**src/rtl/tdm_demux.sv**
```systemverilog
// tdm_demux: receive-side time-division demultiplexer.
// A serial sample stream is split into NUM_CH channel registers.
// Slot 0 of each frame is marked by in_sync.
// Samples collect in shadow registers, and out_data is loaded in one step
// only when a complete frame has arrived.
module tdm_demux #(
    parameter int NUM_CH = 4,
    parameter int DATA_W = 8
) (
    input  logic                     clk,
    input  logic                     rst_n,
    input  logic                     in_valid,
    input  logic [DATA_W-1:0]        in_data,
    input  logic                     in_sync,
    output logic [NUM_CH*DATA_W-1:0] out_data,
    output logic                     out_frame_valid,
    output logic                     sync_err,
    output logic                     locked
);

    localparam int SLOT_W = $clog2(NUM_CH);
    localparam logic [SLOT_W-1:0] LAST_SLOT = SLOT_W'(NUM_CH - 1);

    typedef enum logic {
        HUNT   = 1'b0,
        LOCKED = 1'b1
    } state_t;

    state_t                    state_q;
    logic [SLOT_W-1:0]         slot_q;
    logic [DATA_W-1:0]         shadow_q [NUM_CH];
    logic [NUM_CH*DATA_W-1:0]  out_data_q;
    logic [NUM_CH*DATA_W-1:0]  frame_d;
    logic                      frame_vld_q;
    logic                      sync_err_q;

    // Assemble the completed frame: the shadow registers, with the sample
    // arriving now taking the place of the last channel.
    always_comb begin
        frame_d = '0;
        for (int k = 0; k < NUM_CH; k++) begin
            if (k == NUM_CH - 1) begin
                frame_d[k*DATA_W +: DATA_W] = in_data;
            end else begin
                frame_d[k*DATA_W +: DATA_W] = shadow_q[k];
            end
        end
    end

    // Framing FSM: hunt for sync, then track slots and publish whole frames.
    always_ff @(posedge clk or negedge rst_n) begin
        if (!rst_n) begin
            state_q     <= HUNT;
            slot_q      <= '0;
            out_data_q  <= '0;
            frame_vld_q <= 1'b0;
            sync_err_q  <= 1'b0;
            for (int k = 0; k < NUM_CH; k++) begin
                shadow_q[k] <= '0;
            end
        end else begin
            // Status outputs are single-cycle pulses unless re-asserted below.
            frame_vld_q <= 1'b0;
            sync_err_q  <= 1'b0;
            if (in_valid) begin
                case (state_q)
                    HUNT: begin
                        // Samples arriving without sync are dropped silently.
                        if (in_sync) begin
                            shadow_q[0] <= in_data;
                            slot_q      <= SLOT_W'(1);
                            state_q     <= LOCKED;
                        end
                    end
                    LOCKED: begin
                        if (in_sync) begin
                            // A sync restarts the frame.
                            // A sync at any slot other than 0 is an early sync:
                            // the partial frame is abandoned and an error is flagged.
                            shadow_q[0] <= in_data;
                            slot_q      <= SLOT_W'(1);
                            if (slot_q != '0) begin
                                sync_err_q <= 1'b1;
                            end
                        end else if (slot_q == '0) begin
                            // A sync was expected here, so alignment is lost.
                            sync_err_q <= 1'b1;
                            slot_q     <= '0;
                            state_q    <= HUNT;
                        end else if (slot_q == LAST_SLOT) begin
                            shadow_q[slot_q] <= in_data;
                            out_data_q       <= frame_d;
                            frame_vld_q      <= 1'b1;
                            slot_q           <= '0;
                        end else begin
                            shadow_q[slot_q] <= in_data;
                            slot_q           <= slot_q + SLOT_W'(1);
                        end
                    end
                    default: begin
                        state_q <= HUNT;
                        slot_q  <= '0;
                    end
                endcase
            end
        end
    end

    assign out_data        = out_data_q;
    assign out_frame_valid = frame_vld_q;
    assign sync_err        = sync_err_q;
    assign locked          = (state_q == LOCKED);

endmodule

```
**config.mk**
```make
export PLATFORM = sky130hd
export DESIGN_NAME = tdm_demux
export DESIGN_NICKNAME = d
export VERILOG_FILES = /design/src/rtl/tdm_demux.sv
export SDC_FILE = /design/constraint.sdc
export NUM_CORES = 1
export LEC_CHECK = 0
export CAP_MARGIN = 10
export CORE_MARGIN = 8
export CORE_UTILIZATION = 35
export CTS_BUF_LIST = sky130_fd_sc_hd__clkbuf_16
export CTS_CLUSTER_SIZE = 16
export DETAILED_ROUTE_END_ITERATION = 16
export PLACE_DENSITY = 0.59
export SYNTH_ARGS = -nofsm -noshare
export SYNTH_HDL_FRONTEND = slang
export SYNTH_SLANG_ARGS = --single-unit
```
**constraint.sdc**
```tcl
create_clock -name clk -period 2.08 [get_ports clk]
set_input_delay 0.624 -clock clk [delete_from_list [all_inputs] [get_ports clk]]
set_output_delay 0.624 -clock clk [all_outputs]
set_load 0.03 [all_outputs]
```
==> reports/qor.csv <==
metric;value;unit
outcome;finished clean;
Vias;1498;
dominant synthesized flop cell;dfrtp_1;
vias per inst;4.47;
Fill cells;669;
most frequent cells in the layout;61 x dfrtp_1, 45 x clkdlybuf4s50_1, 30 x mux2_4, 18 x mux2_2, 13 x inv_1;
drt pass-1 iters;3;
Initial Util;36.2;%
Req. time, crit path;1.46;ns
Nets;250;
Yosys cell types;26;
antenna viol nets, final;0;
TNS Setup;0;ns
Critical-path top delay cell;clkdlybuf4s50_1;
Final Instance Area;3560;um2
Die Footprint;10600;um2
H-tree levels;3;
family with the most delay on the worst path;buffers and inverters;
Synth Instances;171;
Mapped Nets;190;
# rows;31;
met3 wire len;378;um
Max Cap Viol;0;
f_max;0.497;GHz
Leak;1.76;nW
Root Buffer;clkbuf_16;
Routed WL per cell;15.4;um
total power;5.74;mW
Die X-Extent;103;um
buffer depth of the longest clock path;2;
hpwl dp;3530;um
Mean Syn Cell Area;15.4;um2
FFs w/ async S/R, synth;100;%
RSZ-0062 raised after global routing;no;
Worst Tran Pin Value;0.329;ns
share of cells above drive strength 1;32.6;%
number of diodes;0;
worst vdd ir;0.532;mV
final worst slack;0.0692;ns
hold crit path type;primary input to asynchronous set/reset pin;
Worst-path clk slew;0.05;ns
register area share after synthesis;57.8;%
crit share post-route;96.7;%
clk_skew;0.00473;ns
max incr delay on CP;0.69;ns
register area;1530;um2
met1 wire length;2330;um
CP Launch Type;flop;
Seq cells post-synth;61;
top sig layer;met4;
Final Max Tran Viols;0;
I/O Pins;47;
DP Worst Slack;-0.249;ns
minimum clock period;2.01;ns
synth warn;0;
initial drt markers;27;
largest net degree at the start of global routing;62;
Fin. Hold Viols;0;
Final Wtd Congestion;0.685;
die height;103;um
PwrDens;1610;nW/um2
WP buf/inv;1;
DRC;0;
WL final;5150;um
area of placed instances;3270;um2
Crit Path Category;flop to output pin;
initial antenna violation count;0;
worst skew pair latency;0.32;ns
arrival time of the worst setup path;1.39;ns
Post-synth EDFFs;0;
IO Port Bufs;46;
first-pass GRT wire length;8460;um
commonest non-fill, non-tap cell in the layout;dfrtp_1;
Setup crit end kind;output pin;
CTS tree;done;
area of the multi-input gates;990;um2
All-Layer GR Usage;10.8;%
Mapped Area;2640;um2
vias in the first global route;1629;
Num CTS Buffers;9;
total clock sinks;61;
core area;7290;um2
CP Max Fanout;2;
area growth from synthesis to layout;34.8;%
critical path, cell by cell;clkdlybuf4s50_1;
DR WL met2;2320;um
Slew HR;78.0;%
final setup fails;0;
worst hold margin;0.302;ns
gr ovfl total;0;
-- metrics by stage --
step	instances	utilization (%)
after floorplan	171	-
after global placement	319	44.9
after detailed placement	319	44.9
after CTS	335	48.7
after global routing	335	48.8
final	335	48.8
-- power by group --
group	switching, mW	internal (mW)	total (mW)
Clock	0.493	0.906	1.40
Sequential	0.305	1.73	2.04
Combinational	1.10	1.21	2.30
Total	1.90	3.84	5.74
-- per-layer routing --
layer	global-route usage, %	vias up
met5	0	-
met4	7.01	0
li1	-	701
met2	16.4	39
met1	13.0	746
met3	3.51	12
-- registers in the layout, summed over array words and instances, names as in the netlist --
| register | flops |
|---|---|
| frame_d | 24 |
| locked | 1 |
| out_data | 32 |
| out_frame_valid | 1 |
| slot_q | 2 |
| sync_err | 1 |
-- cell families after synthesis --
kind of cell,Yosys count,synth area share (%)
DFF,61,57.8
muxes,56,27.8
and+or+nand+nor,21,4.41
buffers and inverters,19,5.02
AOI/OAI and AO/OA,7,1.71
adders and majority gates,7,3.32
-- timing repair --
action / in CTS / in global routing
gates resized for setup: 0 / 2
endpoints found under the hold margin: 0 / 0
hold buffers: 0 / 0
setup endpoints to repair: 0 / 3
setup buffers: 0 / 0
-- synthesized netlist by cell type (all sizes together), types with 2 or more instances --
cell / number / share of area (%)
ha: 7 / 3.3
nor2: 2 / 0.28
nand2: 12 / 2.2
nand3b: 2 / 0.57
buf: 6 / 3.2
and3: 2 / 0.71
mux2i: 8 / 3.0
o21ai: 2 / 0.38
dfrtp: 61 / 58
inv: 12 / 1.7
mux2: 48 / 25
a21oi: 2 / 0.38
-- area by class of cell --
cell class / count / area share (%)
multi-input cells: 91 / 27.8
inverters: 12 / 1.26
clock buffers: 9 / 6.32
flip-flops and latches: 61 / 42.9
repair buffers: 56 / 16.7
well taps: 99 / 3.48
clock inverters: 7 / 1.62
-- worst paths after layout --
kind	start	end	slack [ns]	cells after the start
setup / recovery	out_data[2]	out_data[2]	0.07	1
hold / removal	rst_n	out_data[1]	0.30	2
setup reg to reg	slot_q[0]	out_data[11]	0.11	8
hold reg to reg	frame_d[17]	out_data[17]	0.50	1
max in group asynchronous	rst_n	frame_d[11]	1.51	2
min in group clk	frame_d[17]	out_data[17]	0.50	1
(Power assumes the default switching activity.)
